--- src/rtl/magnetron_pkg.sv ---
// magnetron_pkg
// Shared definitions for the magnetron controller and its neighbours
// (latch and timer benches): FSM state codes, pulse kinds and the
// default debounce / pulse widths.
package magnetron_pkg;

   typedef enum logic [1:0] {
      ST_IDLE    = 2'd0,
      ST_COOK    = 2'd1,
      ST_PAUSE   = 2'd2,
      ST_ILLEGAL = 2'd3
   } state_e;

   typedef enum logic [1:0] {
      PLS_NONE = 2'd0,
      PLS_SET  = 2'd1,
      PLS_RST  = 2'd2
   } pulse_e;

   localparam int DEB_CYC_DEF   = 4;
   localparam int PULSE_CYC_DEF = 2;

endpackage

--- src/rtl/magnetron_ctrl_debouncer.sv ---
// debouncer
// Two-flop synchronizer followed by a run-length debouncer. The output
// level only follows the input once DEB_CYC consecutive equal samples
// have been seen.
// Ports:
//   clk, rst_n  clock, async active-low reset
//   raw_i       raw asynchronous input
//   level_o     debounced level (0 out of reset)
//   settled_o   1 once any level has been accepted since reset
module debouncer
   import magnetron_pkg::*;
#(
   parameter int DEB_CYC = DEB_CYC_DEF
) (
   input  logic clk,
   input  logic rst_n,
   input  logic raw_i,
   output logic level_o,
   output logic settled_o
);

   localparam int CW = $clog2(DEB_CYC + 1);

   logic [1:0]    sync_q, sync_d;
   // vld_pipe marks when the synchronizer holds real samples rather than
   // its reset zeros, so reset fill cannot count toward a stable run.
   logic [1:0]    vld_pipe_q, vld_pipe_d;
   logic          last_q, last_d;
   logic [CW-1:0] cnt_q, cnt_d;
   logic          level_q, level_d;
   logic          settled_q, settled_d;

   always_comb begin
      sync_d     = {sync_q[0], raw_i};
      vld_pipe_d = {vld_pipe_q[0], 1'b1};
      last_d     = last_q;
      cnt_d      = cnt_q;
      level_d    = level_q;
      settled_d  = settled_q;
      if (vld_pipe_q[1]) begin
         last_d = sync_q[1];
         if (cnt_q == '0 || sync_q[1] != last_q)
            cnt_d = CW'(1);
         else if (cnt_q != CW'(DEB_CYC))
            cnt_d = cnt_q + CW'(1);
         if (cnt_d == CW'(DEB_CYC)) begin
            level_d   = sync_q[1];
            settled_d = 1'b1;
         end
      end
   end

   always_ff @(posedge clk or negedge rst_n) begin
      if (!rst_n) begin
         sync_q     <= '0;
         vld_pipe_q <= '0;
         last_q     <= 1'b0;
         cnt_q      <= '0;
         level_q    <= 1'b0;
         settled_q  <= 1'b0;
      end else begin
         sync_q     <= sync_d;
         vld_pipe_q <= vld_pipe_d;
         last_q     <= last_d;
         cnt_q      <= cnt_d;
         level_q    <= level_d;
         settled_q  <= settled_d;
      end
   end

   assign level_o   = level_q;
   assign settled_o = settled_q;

endmodule

--- src/rtl/magnetron_ctrl.sv ---
// magnetron_ctrl
// Debounces start/stop/door, runs the IDLE/COOK/PAUSE FSM and drives
// fixed-width set/reset pulses to the downstream magnetron SR latch.
// Ports:
//   clk, rst_n        clock, async active-low reset
//   start_btn         raw start button (active high)
//   stop_btn          raw stop/cancel button (active high)
//   door_closed       raw door switch, 1 = closed
//   timer_done        synchronous cook-timer expiry level
//   S, R              set / reset pulses to the latch, never both high
//   state_o           current FSM state code
module magnetron_ctrl
   import magnetron_pkg::*;
#(
   parameter int DEB_CYC   = DEB_CYC_DEF,
   parameter int PULSE_CYC = PULSE_CYC_DEF
) (
   input  logic       clk,
   input  logic       rst_n,
   input  logic       start_btn,
   input  logic       stop_btn,
   input  logic       door_closed,
   input  logic       timer_done,
   output logic       S,
   output logic       R,
   output logic [1:0] state_o
);

   localparam int PCW = 4;

   // Bit 0 = start, 1 = stop, 2 = door
   logic [2:0] raw_in, deb_lvl, deb_set;
   assign raw_in = {door_closed, stop_btn, start_btn};

   for (genvar i = 0; i < 3; i++) begin : g_deb
      debouncer #(.DEB_CYC(DEB_CYC)) u_deb (
         .clk      (clk),
         .rst_n    (rst_n),
         .raw_i    (raw_in[i]),
         .level_o  (deb_lvl[i]),
         .settled_o(deb_set[i])
      );
   end

   logic [1:0] prev_q, prev_d, armed_q, armed_d, ev_q, ev_d;
   state_e     state_q, state_d;
   pulse_e     req, pend_q, pend_d, launch;
   logic       s_q, s_d, r_q, r_d;
   logic [PCW-1:0] cnt_q, cnt_d;
   logic       door_ok, start_ev, stop_ev, busy;

   assign door_ok  = deb_lvl[2] & deb_set[2];
   assign start_ev = ev_q[0];
   assign stop_ev  = ev_q[1];
   assign busy     = s_q | r_q;

   always_comb begin
      // A button is armed only after a released level has been accepted,
      // so a button held through reset release never fires.
      armed_d = armed_q | (deb_set[1:0] & ~deb_lvl[1:0]);
      prev_d  = deb_lvl[1:0];
      ev_d    = deb_lvl[1:0] & ~prev_q & armed_q;

      state_d = state_q;
      req     = PLS_NONE;
      case (state_q)
         ST_IDLE:
            if (start_ev && !stop_ev && door_ok && !timer_done) begin
               state_d = ST_COOK;
               req     = PLS_SET;
            end
         ST_COOK:
            if (!door_ok) begin
               state_d = ST_PAUSE;
               req     = PLS_RST;
            end else if (stop_ev || timer_done) begin
               state_d = ST_IDLE;
               req     = PLS_RST;
            end
         ST_PAUSE:
            if (stop_ev)
               state_d = ST_IDLE;
            else if (start_ev && door_ok && !timer_done) begin
               state_d = ST_COOK;
               req     = PLS_SET;
            end
         default: begin
            state_d = ST_IDLE;
            req     = PLS_RST;
         end
      endcase

      // A request during an active pulse cuts it and is parked for one
      // cycle, guaranteeing a low cycle before the next pulse.
      if (req != PLS_NONE)
         launch = busy ? PLS_NONE : req;
      else
         launch = pend_q;
      pend_d = (req != PLS_NONE && busy) ? req : PLS_NONE;

      s_d   = s_q;
      r_d   = r_q;
      cnt_d = cnt_q;
      if (launch != PLS_NONE) begin
         s_d   = (launch == PLS_SET);
         r_d   = (launch == PLS_RST);
         cnt_d = PCW'(PULSE_CYC - 1);
      end else if (req != PLS_NONE || (busy && cnt_q == '0)) begin
         s_d   = 1'b0;
         r_d   = 1'b0;
         cnt_d = '0;
      end else if (busy) begin
         cnt_d = cnt_q - PCW'(1);
      end
   end

   always_ff @(posedge clk or negedge rst_n) begin
      if (!rst_n) begin
         prev_q  <= '0;
         armed_q <= '0;
         ev_q    <= '0;
         state_q <= ST_IDLE;
         pend_q  <= PLS_NONE;
         s_q     <= 1'b0;
         r_q     <= 1'b0;
         cnt_q   <= '0;
      end else begin
         prev_q  <= prev_d;
         armed_q <= armed_d;
         ev_q    <= ev_d;
         state_q <= state_d;
         pend_q  <= pend_d;
         s_q     <= s_d;
         r_q     <= r_d;
         cnt_q   <= cnt_d;
      end
   end

   assign S       = s_q;
   assign R       = r_q;
   assign state_o = state_q;

endmodule

--- config.mk ---
export PLATFORM = sky130hd
export DESIGN_NAME = magnetron_ctrl
export DESIGN_NICKNAME = d
export VERILOG_FILES = /design/src/rtl/magnetron_pkg.sv /design/src/rtl/magnetron_ctrl_debouncer.sv /design/src/rtl/magnetron_ctrl.sv
export SDC_FILE = /design/constraint.sdc
export NUM_CORES = 1
export LEC_CHECK = 0
export CAP_MARGIN = 20
export CORE_MARGIN = 4
export CORE_UTILIZATION = 29
export DETAILED_ROUTE_END_ITERATION = 6
export PLACE_DENSITY = 0.43
export RECOVER_POWER = 100
export SYNTH_ARGS = -nofsm -noshare
export SYNTH_HDL_FRONTEND = slang
export SYNTH_HIERARCHICAL = 1
export SYNTH_SLANG_ARGS = --single-unit
--- constraint.sdc ---
create_clock -name clk -period 3 [get_ports clk]
set_input_delay 0.6 -clock clk [delete_from_list [all_inputs] [get_ports clk]]
set_output_delay 0.6 -clock clk [all_outputs]
set_load 0.03 [all_outputs]
# Word level (Yosys, flattened, before mapping)
# Cells that the tools add are included.
# Widths: inputs -> output; s select.
[totals] regBits=46 in_bits=6 out_inout_bits=4 wordCells=111
[op_classes] n_addsub=4 eq_ne=16 muxes=30 n_bitwise=8 reduce_logical=27
[ops] op="$mux 3" n=9
[ops] op="$mux 2" n=10
[ops] op="$ne 3x3->1 const B" n=5
[ops] op="$mux 4" n=3
[ops] op="$pmux 2 s3" n=2
[ops] op="$add 3x1->3 const B" n=3
[ops] op="$eq 3x3->1 const B" n=3
[ops] op="$logic_not 3->1" n=3
[ops] op="$logic_and 1x1->1" n=7
[ops] op="$and 2x2->2" n=3
[ops] op="$mux 1" n=6
[ops] op="$reduce_and 2->1" n=3
[ops] op="$reduce_bool 2->1" n=3
[ops] op="$logic_or 1x1->1" n=5
[ops] op="$eq 2x1->1 const B" n=2
[ops] op="$eq 2x2->1 const B" n=2
[ops] op="$logic_not 4->1" n=1
[ops] op="$not 2->2" n=2
[ops] op="$sub 4x1->4 const B" n=1
[ops] op="$ne 1x1->1" n=3
[ops] op="$reduce_and 3->1" n=1
[ops] op="$reduce_bool 3->1" n=1
[ops] op="$logic_not 1->1" n=2
[ops] op="$logic_not 2->1" n=1
[ops] op="other kinds (4)" n=4

# Logic depth before layout (Yosys ltp)
# Gate-level depths: netlist of the first run.
[logic_depth] word_depth=10 mapped_depth=6 ltp_nobuf=6

# By module
# Netlist of the first run, hierarchy kept.
[modules_own_cells] module="debouncer" instances=3 cells_per_inst=35 area_per_inst_um2=427.9 seq_area_each_um2=250.2
[modules_own_cells] module="magnetron_ctrl" instances=1 cells_per_inst=64 area_per_inst_um2=762.0 seq_area_each_um2=400.4

# Least setup slack after synthesis of the first run
# OpenSTA, ideal clock, no wires.
[synth_path] path_kind="input -> register" startpoint="input timer_done" endpoint="register s_q, in the netlist S" setup_time_ps=124 arrival_time_ps=1524 required_time_ps=2876 slack_ps=1352 stages=4 path_buffers=0 cell_sequence="nand4bb_4 o21ai_4 mux2_4 a21boi_2"
[synth_between] elab_chain_cells=9 elab_cells_between_ends=18 classes_between="eq/ne (1); mux (9); reduce/logical (8)"
[synth_rtl] element="from (decl)" line_no="magnetron_ctrl.sv:23" rtl="input logic timer_done,"
[synth_rtl] element="$logic_not 1->1" line_no="magnetron_ctrl.sv:68, magnetron_ctrl.sv:83"
[synth_rtl] element="$logic_and 1x1->1" line_no="magnetron_ctrl.sv:83" rtl="else if (start_ev && door_ok && !timer_done) begin"
[synth_rtl] element="$mux 1" line_no="magnetron_ctrl.sv:83"
[synth_rtl] element="$mux 1" line_no="magnetron_ctrl.sv:81" rtl="if (stop_ev)"
[synth_rtl] element="$pmux 2 s3 *" line_no="magnetron_ctrl.sv:66" rtl="case (state_q)"
[synth_rtl] element="$mux 2 / $reduce_bool 2->1 (equally long branches)" line_no="magnetron_ctrl.sv:96, magnetron_ctrl.sv:95, magnetron_ctrl.sv:108"
[synth_rtl] element="$mux 2" line_no="magnetron_ctrl.sv:95" rtl="if (req != PLS_NONE)"
[synth_rtl] element="$eq 2x1->1 / $reduce_bool 2->1 (equally long branches)" line_no="magnetron_ctrl.sv:105, magnetron_ctrl.sv:104"
[synth_rtl] element="$mux 1 / $reduce_bool 2->1 (equally long branches)"
[synth_rtl] element="to (signal assigned)" line_no="magnetron_ctrl.sv:124" rtl="s_q <= 1'b0;"
[synth_rtl] element="to (signal assigned)" line_no="magnetron_ctrl.sv:133" rtl="s_q <= s_d;"
[synth_rtl] element="to (decl)" line_no="magnetron_ctrl.sv:48" rtl="logic s_q, s_d, r_q, r_d;"
# Mark *: on every way between the ends. The rest lies on a longest branch, timed or not.
# A chain may end at the register's enable or synchronous reset.

# Worst setup path in the final report of the first run
# Same ends and word-level chain as after synthesis.

==> results of run 1 <==
[where the power goes]
part | internal (uW) | switching [uW]
clock | 161 | 186
combinational | 273 | 327
sequential | 775 | 134
[metrics by stage]
stage               power [uW]  cell area [um^2]  util (%)
floorplan                 1372              2046         -
global placement          1523              2236     32.73
detailed placement        1557              2236     32.73
CTS                       1918              2312     33.85
global route              2005              2303     33.72
finish                    1855              2303     33.72
[cell type report]
class                   count  area (um^2)
clock buffers               7        76.32
well taps                  96        120.1
flip-flops and latches     46         1151
fillers                   690         4528
multi-input cells         104        792.0
inverters                  16        60.06
repair buffers             10        103.9
[logic make-up (layout without fill, tap and decap cells)]
kind of cell | Yosys count | count (layout)
flip-flops | 46 | 46
AO/OA/AOI/OAI | 30 | 30
buffers and inverters | 19 | 33
XOR/XNOR | 9 | 9
multiplexers | 7 | 7
adder cells (fa/ha/maj) | 8 | 8
other | 3 | 3
AND/OR/NAND/NOR | 47 | 47
[layer usage]
metal | GRT usage (%) | vias to the layer above | share of wire [%] | wire, um
li1 | - | 601 | - | -
met1 | 9.576 | 623 | 45 | 1461
met2 | 14.36 | 20 | 50 | 1639
met3 | 3.035 | 7 | 3.6 | 117
met4 | 3.960 | 0 | 1.9 | 63
met5 | 0 | - | 0 | 0
[worst max-delay path by stage]
stage | depth (start not counted) | slack [ps] | endpoint | start
after detailed placement | 5 | 810 | S | timer_done
final | 5 | 770 | S | timer_done
after global placement | 5 | 860 | S | timer_done
after global routing | 5 | 720 | R | timer_done
after CTS | 1 | 940 | state_o[0] | state_o[0]
after floorplan | 4 | 1350 | S | timer_done
[flip-flops by register name (all words and copies together), names as in the netlist]
| register | flops |
|---|---|
| R | 1 |
| S | 1 |
| armed_q | 2 |
| cnt_q | 4 |
| ev_q | 2 |
| g_deb.u_deb/cnt_q | 9 |
| g_deb.u_deb/last_q | 3 |
| g_deb.u_deb/level_o | 3 |
| g_deb.u_deb/settled_o | 3 |
| g_deb.u_deb/sync_q | 6 |
| g_deb.u_deb/vld_pipe_q | 6 |
| pend_q | 2 |
| prev_q | 2 |
| state_o | 2 |
[Yosys cell counts]
cell type  instances  share of area (%)
a21boi_2           2                1.1
a21o_1             2               0.73
a21oi_1            8                2.0
a31oi_4            1                1.0
a41oi_1            3                1.3
and2_1             1               0.31
clkbuf_2           3               0.73
conb_1             3               0.55
dfrtp_1           46                 56
ha_1               8                4.9
inv_1             16                2.9
mux2_1             3                1.7
mux2_2             3                1.7
mux2_4             1               0.73
nand2_1            4               0.73
nand2b_1           4                1.2
nand2b_2           1               0.43
nand3_1            8                2.0
nand3b_1           5                1.8
nand4_1            3               0.92
nand4bb_4          1                1.3
nor2_1             5               0.92
nor2_2             1               0.31
nor2b_1            3               0.92
nor3_1             1               0.24
nor4_1             4                1.2
o2111ai_1          3                1.3
o211ai_1           1               0.37
o21ai_0            7                1.7
o21ai_4            1               0.80
o22ai_1            1               0.31
o32a_2             1               0.55
or2_1              1               0.31
or2_2              1               0.31
or2b_1             3                1.1
or2b_2             1               0.43
xnor2_1            5                2.1
xnor2_2            3                2.4
xor2_1             1               0.43
==> impl_results.md, run 1 <==
- Worst Path Max Fanout: 6
- Peak supply drop: around 260 uV
- Cells after DPL: about 270
- Routed vias: between 1,000 and 1,500
- Synth Area in Adders: under 10%
- Drt pass-1 iters: 4
- CTS buffer count: 5
- Worst path cell trace: dlygate4sd3_1 > nand4bb_1 > o21ai_4 > mux2_1 > a21boi_0
- DRT iter0 DRCs: 33
- Chip height: 91.99 um
- Synth Warn #: 6
- CP arrival: ~2400 ps
- Layout Skew: between 3 and 4 ps
- Most frequent cells in the layout: dfrtp_1, inv_1
- Die width: about 90 um
- Peak Freq: 0.4489 GHz
- Pre-CTS worst setup slack: 811.8 ps
- PortBufs: 9
- Worst EP required: roughly 3200 ps
- Final Critical Period: 2228 ps
- Hold_buf cts: 0
- Die Footprint: around 8500 um^2
- FF-to-FF Start: ev_q[1]
- # IOs: 10
- Rows: 30
- Post-synthesis simple-gate area fraction: between 10 and 15%
- Syn Inst Count: around 170
- Vias in the first global route: around 1,300
- Longest Clk Path Bufs: 2
- CTS H-tree depth: 2
- Clock Latency Late Sink: slightly below 300 ps
- Ant. Diodes: 0
- CP endpoint kind: register
- Worst hold path type: input pin to async pin
- GRT Total Usage: approximately 8.5%
- Slew HR: between 50% and 60%
- Via density: around 4.5
- Syn Nets: 183
- Max Cap Viol: 0
- Critical path buffers and inverters: 1
- Clock root buffer master: clkbuf_8
- GP Congestion: a little under 0.8
- Final Cycle Share: 74.25%
- Startpoint types: input pin
- Residual DRC: 0
- Kind of critical path: input pin to register
- Fin. max-slew vios: 0
- Core footprint: roughly 6800 um^2
- Clock sink count: 46
- PostCTS Resize Cnt: 0
- Slowest CP cell: dlygate4sd3_1
- Final setup margin: between 700 and 800 ps
- Post-Synth XOR/XNOR Area: 4.954%
- Worst-path clk slew: around 80 ps
- Status: completed
- TritonCTS clock tree: done
- Worst slew pin tran: 675.8 ps
- TNS Setup: 0 ps
- Smallest hold slack: around 310 ps
- Reg-to-Reg End: S
- First-pass GRT wire length: between 5 and 6 mm
- Total Wirelength: ~3.3 mm
- Initial core utilization: 29.95%
- Final setup fails: 0
- Syn Area/Cell: roughly 12 um^2
- #FFs+latches synth: 46
- Worst reg2reg path depth: 4
- Largest family of logic cells by synthesized area: simple AND/OR/NAND/NOR gates
- DP HPWL: about 2.4 mm
- Synth cell types: 39
- Power Density: approximately 810 nW/um^2
- Top delay family on crit path: buffers and inverters
- Largest net degree at the start of global routing: between 40 and 50
- Leak: 0.0009974 uW
- Final Net Count: 197
- Post-synthesis compound-gate area fraction: between 10 and 15%
- Setup Buffers After CTS: 0
- Layout cells sized above 1: around a tenth
- Area growth syn-to-layout: 12.60%
- Register-to-register setup slack: between 1000 and 1500 ps
- Antenna violations before repair: 0
- Mux contribution to synthesized area: 4.037%
- Most common cell after layout, fill and taps aside: dfrtp_1
- Wire length per cell: roughly 12 um
- Max stage delay on crit path: about 560 ps
- Post-Layout Cell Count: ~280
- DRT antenna net count: 0
- Unrepaired setup endpoints after global routing: no
- Sequential-to-total area share from yosys stat: a little under three fifths
- Grt ovf: 0
- Syn Std Cell Area: slightly above 2000 um^2
- Final Hold Viols: 0
No activity file was read; power rests on OpenSTA's default activity.
==> run 2: changes to the inputs <==
- PLACE_DENSITY: 0.43 -> 0.45
- clock period: 3 -> 1.9 ns (I/O delays scaled with it)
==> impl_results.md, run 2 (synthesis gave the netlist of run 1 again) <==
- Status: completed
- Peak supply drop: roughly 520 uV
- Hold endpoint: g_deb[1].u_deb/vld_pipe_q[1]
- Worst path cell trace: clkdlybuf4s50_1
- Max Cap Viol: 0
- Area growth syn-to-layout: 14.07%
- Leak: approximately 0.001 uW
- Chip height: about 90 um
- Wire length per cell: about 11 um
- Antenna violations before repair: 0
- Register-to-register setup slack: around 200 ps
- Layout cells sized above 1: 11.83%
- Cells after DPL: around 270
- CTS buffer count: 5
- Vias in the first global route: approximately 1,300
- Rows: 30
- Clock Latency Late Sink: about 290 ps
- Worst slew pin tran: approximately 970 ps
- Total Wirelength: approximately 3.2 mm
- Critical path buffers and inverters: 1
- DP HPWL: between 2 and 2.5 mm
- Worst EP required: about 1500 ps
- Slew HR: 35.41%
- TritonCTS clock tree: done
- Unrepaired setup endpoints after global routing: no
- Worst reg2reg path depth: 6
- Most common cell after layout, fill and taps aside: dfrtp_1
- Final Critical Period: 1813 ps
- GP Congestion: approximately 0.8
- Core footprint: ~6800 um^2
- Final Cycle Share: between 90% and 100%
- Hold depth: 0
- Top delay family on crit path: buffers and inverters
- Ant. Diodes: 0
- Clock sink count: 46
- Worst-path clk slew: around 90 ps
- CTS H-tree depth: 2
- DRT antenna net count: 0
- Routed vias: ~1,200
- Drt pass-1 iters: 4
- Longest Clk Path Bufs: 2
- Largest Register: g_deb.u_deb/cnt_q
- Initial core utilization: between 20 and 30%
- # IOs: 10
- Number of flip-flops in the largest register: 9
- Peak Freq: between 0.5 and 0.6 GHz
- Kind of critical path: register to output pin
- Via density: roughly 4.4
- FF-to-FF Start: cnt_q[0]
- Max stage delay on crit path: approximately 700 ps
- DRT iter0 DRCs: 28
- Largest net degree at the start of global routing: 45
- Startpoint types: register
- Slowest CP cell: clkdlybuf4s50_1
- Post-Layout Cell Count: about 280
- Largest registers: g_deb.u_deb/cnt_q (9), g_deb.u_deb/sync_q (6), g_deb.u_deb/vld_pipe_q (6)
- Grt ovf: 0
- First-pass GRT wire length: between 5 and 6 mm
- Worst hold path type: register to register
- Hold path startpoint: g_deb[1].u_deb/vld_pipe_q[0]
- Worst Path Max Fanout: 4
- CP endpoint kind: output pin
- TNS Setup: 0 ps
- PortBufs: 9
- CP arrival: ~1400 ps
- Fin. max-slew vios: 0
- Fill cells: roughly 700
- GRT Total Usage: under 10%
- Final setup fails: 0
- Most frequent cells in the layout: dfrtp_1, inv_1, a21oi_1, nand3_1, ha_1
- Final Net Count: between 150 and 200
- Layout Skew: between 9 and 10 ps
- Residual DRC: 0
- Clock root buffer master: clkbuf_8
- Die width: approximately 92 um
- Power Density: 1322 nW/um^2
- Die Footprint: about 8500 um^2
- Final Hold Viols: 0
- Reg-to-Reg End: cnt_q[0]
-- run 2: what timing repair did --
item / CTS / global route
hold buffers: 1 / 0
setup endpoints to repair: 0 / 1
gates resized for setup: 0 / 1
buffers inserted: 0 / 0
hold endpoints to repair: 2 / 0
-- run 2: how the worst max path moves through the flow --
stage / startpoint / endpoint / slack [ps] / cells after the start
6_report: state_o[1] / state_o[1] / 90 / 1
5_1_grt: state_o[1] / state_o[1] / 10 / 1
4_1_cts: state_o[0] / state_o[0] / 50 / 1
3_5_place_dp: timer_done / cnt_q[2] / -4 / 6
3_3_place_gp: timer_done / S / 80 / 5
2_1_floorplan: cnt_q[0] / cnt_q[0] / 360 / 6
-- run 2: final cells by class --
| type | count | area (um^2) | share of cell area (%) |
|---|---|---|---|
| clock buffers | 7 | 76.32 | 3.271 |
| flip-flops and latches | 46 | 1151 | 49.33 |
| repair buffers | 12 | 100.1 | 4.290 |
| clock inverters | 1 | 30.03 | 1.287 |
| inverters | 16 | 60.06 | 2.574 |
| well taps | 96 | 120.1 | 5.147 |
| multi-input cells | 104 | 795.8 | 34.10 |
-- run 2: report_power, final --
part / internal [uW] / switching, uW / leakage, uW / total [uW]
Clock: 394 / 303 / 0.0000524 / 697
Sequential: 1220 / 205 / 0.000566 / 1430
Combinational: 444 / 515 / 0.000380 / 959
Total: 2060 / 1020 / 0.000999 / 3080
-- run 2: per-layer routing --
| layer | up-vias | part of all wire (%) | global-route usage (%) |
|---|---|---|---|
| met5 | - | 0 | 0 |
| met4 | 0 | 0.71 | 3.713 |
| li1 | 606 | - | - |
| met3 | 2 | 3.3 | 2.625 |
| met1 | 618 | 46 | 10.29 |
| met2 | 19 | 50 | 14.48 |
-- run 2: per-stage QoR --
| step | cell area (um^2) | util, % | total power [uW] | hold slack [ps] | setup slack [ps] |
|---|---|---|---|---|---|
| 6_report | 2333 | 34.16 | 3084 | 352.2 | 87.15 |
| 5_1_grt | 2333 | 34.16 | 3347 | 361.7 | 10.15 |
| 4_1_cts | 2380 | 34.84 | 3181 | 356.1 | 46.99 |
| 3_5_place_dp | 2263 | 33.13 | 2456 | 188.6 | -3.910 |
| 3_3_place_gp | 2263 | 33.13 | 2404 | 187.0 | 82.19 |
| 2_1_floorplan | 2046 | - | 2166 | 84.41 | 359.0 |
